**src/rtl/tx_sched_pkg.sv**
```systemverilog
// rtl/tx_sched_pkg.sv - frame constants, FSM encoding and CRC-8 step for the TX bus scheduler
package tx_sched_pkg;

  localparam logic [7:0] HDR_TEL   = 8'hAA;
  localparam logic [7:0] HDR_RESP  = 8'h55;
  localparam logic [7:0] ID_RESP   = 8'h04;
  localparam int         FRAME_LEN = 7;
  localparam logic [7:0] CRC_POLY  = 8'h07;

  typedef enum logic [2:0] {
    ST_IDLE,
    ST_PRE,
    ST_SEND,
    ST_DRAIN,
    ST_POST
  } sched_state_t;

  // One byte of CRC-8, MSB first, no reflection.
  function automatic logic [7:0] crc8_update(input logic [7:0] crc, input logic [7:0] data);
    logic [7:0] c;
    c = crc ^ data;
    for (int i = 0; i < 8; i++) begin
      c = c[7] ? ((c << 1) ^ CRC_POLY) : (c << 1);
    end
    return c;
  endfunction

endpackage

```
**src/rtl/tx_sched_chk.sv**
```systemverilog
// rtl/tx_sched_chk.sv - byte-serial frame checksum accumulator (XOR, or CRC-8 when TX_SCHED_CRC8_EN is defined)
module tx_sched_chk (
  input  logic       CLK,
  input  logic       reset,
  input  logic       clear,
  input  logic       enable,
  input  logic [7:0] data,
  output logic [7:0] chk
);
  import tx_sched_pkg::*;

  always_ff @(posedge CLK) begin
    if (reset || clear) begin
      chk <= 8'h00;
    end else if (enable) begin
`ifdef TX_SCHED_CRC8_EN
      chk <= crc8_update(chk, data);
`else
      chk <= chk ^ data;
`endif
    end
  end

endmodule

```
**src/rtl/tx_bus_scheduler.sv**
```systemverilog
// rtl/tx_bus_scheduler.sv - telemetry/response frame scheduler and RS485 bus owner in front of the UART TX
// Checksum flavour follows TX_SCHED_CRC8_EN (CRC-8 when defined, XOR otherwise).
module tx_bus_scheduler #(
  parameter int PERIOD_CYCLES = 16000,
  parameter int GUARD_CYCLES  = 16,
  parameter int WORD_W        = 32
) (
  input  logic              CLK,
  input  logic              reset,
  input  logic [WORD_W-1:0] position,
  input  logic [WORD_W-1:0] velocity,
  input  logic [WORD_W-1:0] displacement,
  input  logic [WORD_W-1:0] current,
  input  logic [WORD_W-1:0] setpoint,
  input  logic              resp_req,
  output logic [7:0]        tx_byte,
  output logic              tx_valid,
  input  logic              tx_ready,
  input  logic              tx_busy,
  output logic              tx_enable,
  output logic              frame_done,
  output logic [7:0]        overrun_cnt
);
  import tx_sched_pkg::*;

  localparam int PW = $clog2(PERIOD_CYCLES);
  localparam int GW = $clog2(GUARD_CYCLES + 1);

  sched_state_t      state, state_nxt;
  logic [PW-1:0]     per_cnt;
  logic [GW-1:0]     guard_cnt;
  logic [2:0]        idx;
  logic [1:0]        ch_ptr;
  logic              tel_pend, resp_pend, is_resp;
  logic [WORD_W-1:0] word_q, ch_word;
  logic [7:0]        chk, frame_byte;
  logic              tick, sel_resp, sel_tel, in_guard, guard_done, hs, last_hs;

  assign tick       = (per_cnt == PW'(PERIOD_CYCLES - 1));
  assign sel_resp   = (state == ST_IDLE) && resp_pend;
  assign sel_tel    = (state == ST_IDLE) && !resp_pend && tel_pend;
  assign in_guard   = (state == ST_PRE) || (state == ST_POST);
  assign guard_done = (guard_cnt == GW'(GUARD_CYCLES - 1));
  assign hs         = (state == ST_SEND) && tx_ready;
  assign last_hs    = hs && (idx == 3'(FRAME_LEN - 1));

  always_comb begin
    case (ch_ptr)
      2'd0: ch_word = position;
      2'd1: ch_word = velocity;
      2'd2: ch_word = displacement;
      2'd3: ch_word = current;
    endcase
  end

  always_comb begin
    frame_byte = 8'h00;
    case (idx)
      3'd0:    frame_byte = is_resp ? HDR_RESP : HDR_TEL;
      3'd1:    frame_byte = is_resp ? ID_RESP : {6'd0, ch_ptr};
      3'd2:    frame_byte = word_q[31:24];
      3'd3:    frame_byte = word_q[23:16];
      3'd4:    frame_byte = word_q[15:8];
      3'd5:    frame_byte = word_q[7:0];
      3'd6:    frame_byte = chk;
      default: frame_byte = 8'h00;
    endcase
  end

  // id and data bytes feed the checksum as they are accepted; header and chk do not.
  tx_sched_chk u_chk (
    .CLK    (CLK),
    .reset  (reset),
    .clear  (sel_resp || sel_tel),
    .enable (hs && (idx >= 3'd1) && (idx <= 3'd5)),
    .data   (frame_byte),
    .chk    (chk)
  );

  always_ff @(posedge CLK) begin
    if (reset) state <= ST_IDLE;
    else       state <= state_nxt;
  end

  always_comb begin
    state_nxt = state;
    case (state)
      ST_IDLE:  if (sel_resp || sel_tel) state_nxt = ST_PRE;
      ST_PRE:   if (guard_done) state_nxt = ST_SEND;
      ST_SEND:  if (last_hs) state_nxt = ST_DRAIN;
      ST_DRAIN: if (!tx_busy) state_nxt = ST_POST;
      ST_POST:  if (guard_done) state_nxt = ST_IDLE;
      default:  state_nxt = ST_IDLE;
    endcase
  end

  always_ff @(posedge CLK) begin
    if (reset) begin
      per_cnt     <= '0;
      guard_cnt   <= '0;
      idx         <= 3'd0;
      ch_ptr      <= 2'd0;
      tel_pend    <= 1'b0;
      resp_pend   <= 1'b0;
      is_resp     <= 1'b0;
      word_q      <= '0;
      frame_done  <= 1'b0;
      overrun_cnt <= 8'h00;
    end else begin
      per_cnt   <= tick ? '0 : per_cnt + 1'b1;
      // A new tick wins over a same-cycle clear so it is never lost.
      tel_pend  <= tick || (tel_pend && !sel_tel);
      resp_pend <= resp_req || (resp_pend && !sel_resp);
      if (tick && tel_pend && !sel_tel && (overrun_cnt != 8'hFF))
        overrun_cnt <= overrun_cnt + 8'd1;
      if (sel_resp || sel_tel) begin
        word_q  <= sel_resp ? setpoint : ch_word;
        is_resp <= sel_resp;
      end
      guard_cnt <= (in_guard && !guard_done) ? guard_cnt + 1'b1 : '0;
      if (hs) idx <= last_hs ? 3'd0 : idx + 3'd1;
      frame_done <= (state == ST_POST) && guard_done;
      if ((state == ST_POST) && guard_done && !is_resp)
        ch_ptr <= ch_ptr + 2'd1;
    end
  end

  assign tx_valid  = (state == ST_SEND);
  assign tx_byte   = tx_valid ? frame_byte : 8'h00;
  assign tx_enable = (state != ST_IDLE);

endmodule
```
**config.mk**
```make
export PLATFORM = sky130hd
export DESIGN_NAME = tx_bus_scheduler
export DESIGN_NICKNAME = d
export VERILOG_FILES = /design/src/rtl/tx_sched_pkg.sv /design/src/rtl/tx_sched_chk.sv /design/src/rtl/tx_bus_scheduler.sv
export SDC_FILE = /design/constraint.sdc
export NUM_CORES = 1
export LEC_CHECK = 0
export CAP_MARGIN = 5
export CORE_ASPECT_RATIO = 1.2
export CORE_UTILIZATION = 58
export DETAILED_ROUTE_END_ITERATION = 7
export DONT_BUFFER_PORTS = 1
export GPL_ROUTABILITY_DRIVEN = 0
export MAX_ROUTING_LAYER = met4
export PLACE_DENSITY = 0.82
export SLEW_MARGIN = 15
export SYNTH_ARGS = -nofsm -noshare
export SYNTH_HDL_FRONTEND = slang
export SYNTH_SLANG_ARGS = --single-unit
export TNS_END_PERCENT = 50
```
**constraint.sdc**
```tcl
create_clock -name CLK -period 3.7 [get_ports CLK]
set_clock_uncertainty 0.2 [all_clocks]
set_input_delay 0.185 -clock CLK [delete_from_list [all_inputs] [get_ports CLK]]
set_output_delay 0.185 -clock CLK [all_outputs]
set_load 0.05 [all_outputs]
```
After elaboration in Yosys (flattened, before gate mapping)
Index checks and enable logic that the tools add are counted.
{"block": "totals", "output_inout_bits": 19, "register_bits": 79, "word_cells": 87, "in_bits": 165}
{"block": "op_classes", "addsub": 5, "n_lt_le_gt_ge": 2, "muxes": 13, "n_eq_ne": 21, "bitwise_logic": 2, "reduce_logical": 32}
{"op": "$pmux 32 s4", "count": 1}
{"op": "$pmux 8 s7", "count": 1}
{"op": "$mux 32", "count": 1}
{"op": "$mux 3", "count": 7}
{"op": "$mux 8", "count": 2}
{"op": "$logic_and 1x1->1", "count": 15}
{"op": "$pmux 3 s5", "count": 1}
{"op": "$add 14x1->14 const B", "count": 1}
{"op": "$eq 14x14->1 const B", "count": 1}
{"op": "$eq 3x2->1 const B", "count": 4}
{"op": "$eq 3x3->1 const B", "count": 4}
{"op": "$add 8x1->8 const B", "count": 1}
{"op": "$ne 8x8->1 const B", "count": 1}
{"op": "$xor 8x8->8", "count": 1}
{"op": "$eq 3x1->1 const B", "count": 2}
{"op": "$logic_not 3->1", "count": 2}
{"op": "$ne 2x2->1 const B", "count": 3}
{"op": "$add 5x1->5 const B", "count": 1}
{"op": "$eq 5x4->1 const B", "count": 1}
{"op": "$logic_not 1->1", "count": 5}
{"op": "$logic_or 1x1->1", "count": 5}
{"op": "$reduce_and 5->1", "count": 1}
{"op": "$eq 2x2->1 const B", "count": 2}
{"op": "$ne 2x1->1 const B", "count": 2}
{"op": "9 further kinds", "count": 10}

Depth between registers and ports, before layout
{"block": "depth", "word_depth": 6, "depth_mapped": 10}

By module
From an unflattened synthesis, not the netlist that was laid out.
{"block": "unflattened", "hier_cells": 605, "hier_area_um2": 4892.2}
{"mod": "tx_bus_scheduler", "n_inst": 1, "cells_per_inst": 569, "area_per_inst_um2": 4506.8}
{"mod": "tx_sched_chk", "n_inst": 1, "cells_per_inst": 36, "area_per_inst_um2": 385.4}

Least setup slack after synthesis
OpenSTA, ideal clock, no wires.
{"block": "synth_timing", "kind": "reg-to-output", "from": "reg idx[0]", "to": "out tx_byte[3]", "arrival_ps": 2031, "slack_ps": 1284, "path_stages_with_launch": 7, "path_buffers": 2, "cell_sequence": "dfxtp_1 -> inv_1 -> ha_1 -> clkbuf_1 -> clkbuf_1 -> nand2_1 -> a31oi_1"}
{"block": "synth_between", "elab_chain_len": 3, "word_cells_on_any_way": 9, "classes_between": "6 x eq/ne; 2 x mux; 1 x reduce/logical"}
{"item": "from (decl)", "line": "tx_bus_scheduler.sv:32", "rtl": "logic [2:0] idx;"}
{"item": "from (signal assigned)", "line": "tx_bus_scheduler.sv:121", "rtl": "if (hs) idx <= last_hs ? 3'd0 : idx + 3'd1;"}
{"item": "$eq 3x3->1 (tied with other cells)", "line": "tx_bus_scheduler.sv:58", "rtl": "case (idx)"}
{"item": "$pmux 8 s7 (*)", "line": "tx_bus_scheduler.sv:58"}
{"item": "$mux 8 (*)", "line": "tx_bus_scheduler.sv:129", "rtl": "assign tx_byte = tx_valid ? frame_byte : 8'h00;"}
{"item": "to (decl)", "line": "tx_bus_scheduler.sv:16", "rtl": "output logic [7:0] tx_byte,"}
Every way passes the cells marked *; elsewhere a longest branch is shown, timed or not.

Worst setup path after layout
{"block": "layout_timing", "from": "reg state[1]", "to": "reg word_q[0]"}
{"block": "layout_between", "elab_chain_len": 4, "word_cells_on_any_way": 6, "classes_between": "1 x mux; 5 x reduce/logical"}
{"item": "from (decl)", "line": "tx_bus_scheduler.sv:29", "rtl": "sched_state_t state, state_nxt;"}
{"item": "from (signal assigned)", "line": "tx_bus_scheduler.sv:82", "rtl": "else state <= state_nxt;"}
{"item": "$logic_not 3->1 (*)", "line": "tx_bus_scheduler.sv:40, tx_bus_scheduler.sv:41"}
{"item": "$logic_and 1x1->1 (2 in a row)", "line": "tx_bus_scheduler.sv:41", "rtl": "assign sel_tel = (state == ST_IDLE) && !resp_pend && tel_pend;"}
{"item": "$logic_or 1x1->1", "line": "tx_bus_scheduler.sv:116", "rtl": "if (sel_resp || sel_tel) begin"}
{"item": "to (signal assigned)", "line": "tx_bus_scheduler.sv:117", "rtl": "word_q <= sel_resp ? setpoint : ch_word;"}
{"item": "to (decl)", "line": "tx_bus_scheduler.sv:35", "rtl": "logic [WORD_W-1:0] word_q, ch_word;"}
Marks and branches as above.
A chain may end at the register's enable or synchronous reset.

==> run summary <==
outcome -> complete, but fails checks
failing checks -> design-rule violations
Worst setup EP type -> flip-flop
TritonCTS clock tree -> built
min-delay src -> tx_ready
Final setup viols -> 0
setup slack after placement -> 1.22 ns
RSZ-0062 raised after global routing -> no
worst reg2reg path depth -> 8
worst relative slew slack -> 17.3%
Post-Syn Instances -> 532
post-synth top area cell -> dfxtp_1
Fin. Hold Viols -> 0
Area contributors post-synth -> dfxtp_1, a222oi_1, nor2_1, a21oi_1, a22oi_1
Synth top area share -> 36.9%
launching point of the worst reg2reg path -> state[1]
number of global-route vias before repair -> 4136
WS Path Type -> reg -> reg
Net count, final -> 751
crit start category -> flip-flop
CTS root buffer -> clkbuf_8
synth cell count leaders -> dfxtp_1, nor2_1, a21oi_1, o21ai_0
vias per inst -> 6.66
initial antenna violation count -> 0
IO buf count -> 0
Core Area -> 7190 um^2
Initial Util -> 59.7%
hold endpoint -> state[0]
WP data required -> 3.74 ns
Pwr Total -> 1.72 mW
largest net degree at the start of global routing -> 65
design area -> 5150 um^2
CP Max Fanout -> 35
synthesized area -> 4290 um^2
Tightest Hold Check Type -> in -> reg
hpwl dp -> 8830 um
maximum clock path buffer count -> 2
WP data arrival -> 3.13 ns
DR vias -> 4451
Clock Latency Late Sink -> 0.35 ns
Slowest-stage cell, CP -> dlygate4sd3_1
Worst path max stage delay -> 0.62 ns
H-tree levels -> 3
Async SR Flop Fraction -> 0%
Synth Register Bits -> 79
fin cells -> 668
cell breakdown of the critical path -> nor3_1 -> inv_1 -> nor2_1 -> nor2_2 -> buf_4 -> a22oi_1 -> o21ai_0 -> dlygate4sd3_1
Post-CTS Setup Inserts -> 0
TritonCTS Buffers -> 9
first-pass GRT wire length -> 20000 um
hold path depth -> 4
max_cap viols -> 0
Pleak -> 1.78 nW
Power per Cell Area -> 335 nW/um^2
reg-to-reg endpoint -> word_q[0]
WHS -> 0.0811 ns
post-route ant nets -> 0
DIE HEIGHT -> 96.2 um
dpl cell area -> 4260 um^2
Initial DRC Count -> 532
DR pass1 iterations -> 8
syn_nets -> 710
post-route minimum period -> 3.09 ns
Post-Route WL -> 13000 um
Die Wd -> 80.5 um
Seq/Total Area, Yosys -> 36.9%
clock slew at reported path FFs -> 0.09 ns
wire per inst -> 19.5 um
Area Overhead vs Synth -> 20.0%
I/O pin total -> 184
CTS sink cnt -> 79
Final period util -> 83.5%
Ys Warns -> 0
final worst slack -> 0.610 ns
Total GRT Usage -> 34.9%
fin util -> 71.6%
dominant synthesized flop cell -> dfxtp_1
Achievable Freq -> 324 MHz
# rows -> 34
Die Footprint -> 7750 um^2
EDFF count, synth -> 0
Worst-Margin Slew -> 1.24 ns
Post-Place Cells -> 584
VDD IR max -> 0.000183 V
Cell variety after synth -> 49
DR DRC count -> 2
grt total ovfl -> 0
share of post-route cells with drive strength above 1 -> 5.88%
diodes inserted -> 0
setup TNS -> 0 ns
Avg Inst Size Synth -> 8.06 um^2
fin. max-slew vios -> 0
Worst R2R Setup Slack -> 0.61 ns
-- cell families (layout without fill, tap and decap cells) --
group	after synthesis	after routing	share of synthesized area (%)
and+or+nand+nor	163	163	17.8
DFF	79	79	36.9
adders and majority gates	13	13	3.79
buffers and inverters	57	103	5.69
xor gates and xnor gates	20	20	4.08
AOI/OAI and AO/OA	195	195	30.6
muxes	5	5	1.22
-- timing repair --
| item | in CTS | in global routing |
|---|---|---|
| hold endpoints to repair | 67 | 0 |
| hold buffers | 68 | 0 |
| resized for setup | 0 | 0 |
-- how the worst max path moves through the flow --
stage	start	to	cells after the start
2_1_floorplan	idx[0]	tx_byte[3]	6
6_report	state[1]	word_q[0]	8
3_3_place_gp	idx[2]	tx_byte[1]	6
4_1_cts	state[1]	word_q[10]	8
5_1_grt	state[1]	word_q[0]	8
3_5_place_dp	idx[2]	tx_byte[1]	6
-- power breakdown --
part           switching (mW)  leakage (nW)  internal (mW)  total (mW)
combinational          0.0707          1.03         0.0837       0.154
clock                   0.316         0.107          0.352       0.667
sequential             0.0270         0.641          0.875       0.902
total                   0.413          1.78           1.31        1.72
-- registers in the layout (all words and copies together), names as in the netlist --
name,count
tel_pend,1
frame_done,1
u_chk.chk,8
overrun_cnt,8
per_cnt,14
is_resp,1
ch_ptr,2
word_q,32
idx,3
state,3
resp_pend,1
guard_cnt,5
-- layer usage --
layer | vias up | share of wire (%) | wire length (um) | GRT usage, %
met5 | - | 0 | 0 | -
met4 | 0 | 3.9 | 501 | 16.5
met3 | 43 | 8.9 | 1160 | 7.49
met2 | 269 | 48 | 6270 | 58.2
met1 | 2055 | 39 | 5060 | 39.8
li1 | 2084 | - | - | -
-- layout by cell type (no fill, tap or decap), drive strengths merged, types with 2 or more instances in the layout --
| cell type | n |
|---|---|
| nand2 | 24 |
| nand3b | 3 |
| nor2 | 79 |
| nand2b | 2 |
| xnor2 | 15 |
| dfxtp | 79 |
| a31o | 2 |
| clkbuf | 12 |
| a222oi | 34 |
| nor3b | 3 |
| o21ai | 47 |
| mux2 | 2 |
| buf | 5 |
| a22oi | 36 |
| nor3 | 8 |
| mux2i | 3 |
| nor4 | 3 |
| a31oi | 3 |
| nand4 | 6 |
| inv | 15 |
| or3 | 11 |
| nand3 | 13 |
| clkinv | 2 |
| a32oi | 6 |
| or4 | 2 |
| ha | 13 |
| a21oi | 58 |
| dlygate4sd3 | 68 |
| and3 | 4 |
| xor2 | 5 |
-- worst max-delay path, delay by kind of cell (launching register included) --
| kind | cells | cell delay [ns] |
|---|---|---|
| buf+inv | 3 | 1.20 |
| simple gates | 3 | 0.76 |
| flops | 1 | 0.40 |
| compound gates | 2 | 0.39 |
-- cell type report --
type / instances / area [um^2]
Fill cell: 552 / 2040
Clock inverter: 4 / 52.6
Tap cell: 90 / 113
Inverter: 14 / 57.6
Clock buffer: 12 / 155
Sequential cell: 79 / 1580
Timing Repair Buffer: 73 / 718
Multi-Input combinational cell: 396 / 2470
No activity file was read; power rests on OpenSTA's default activity.
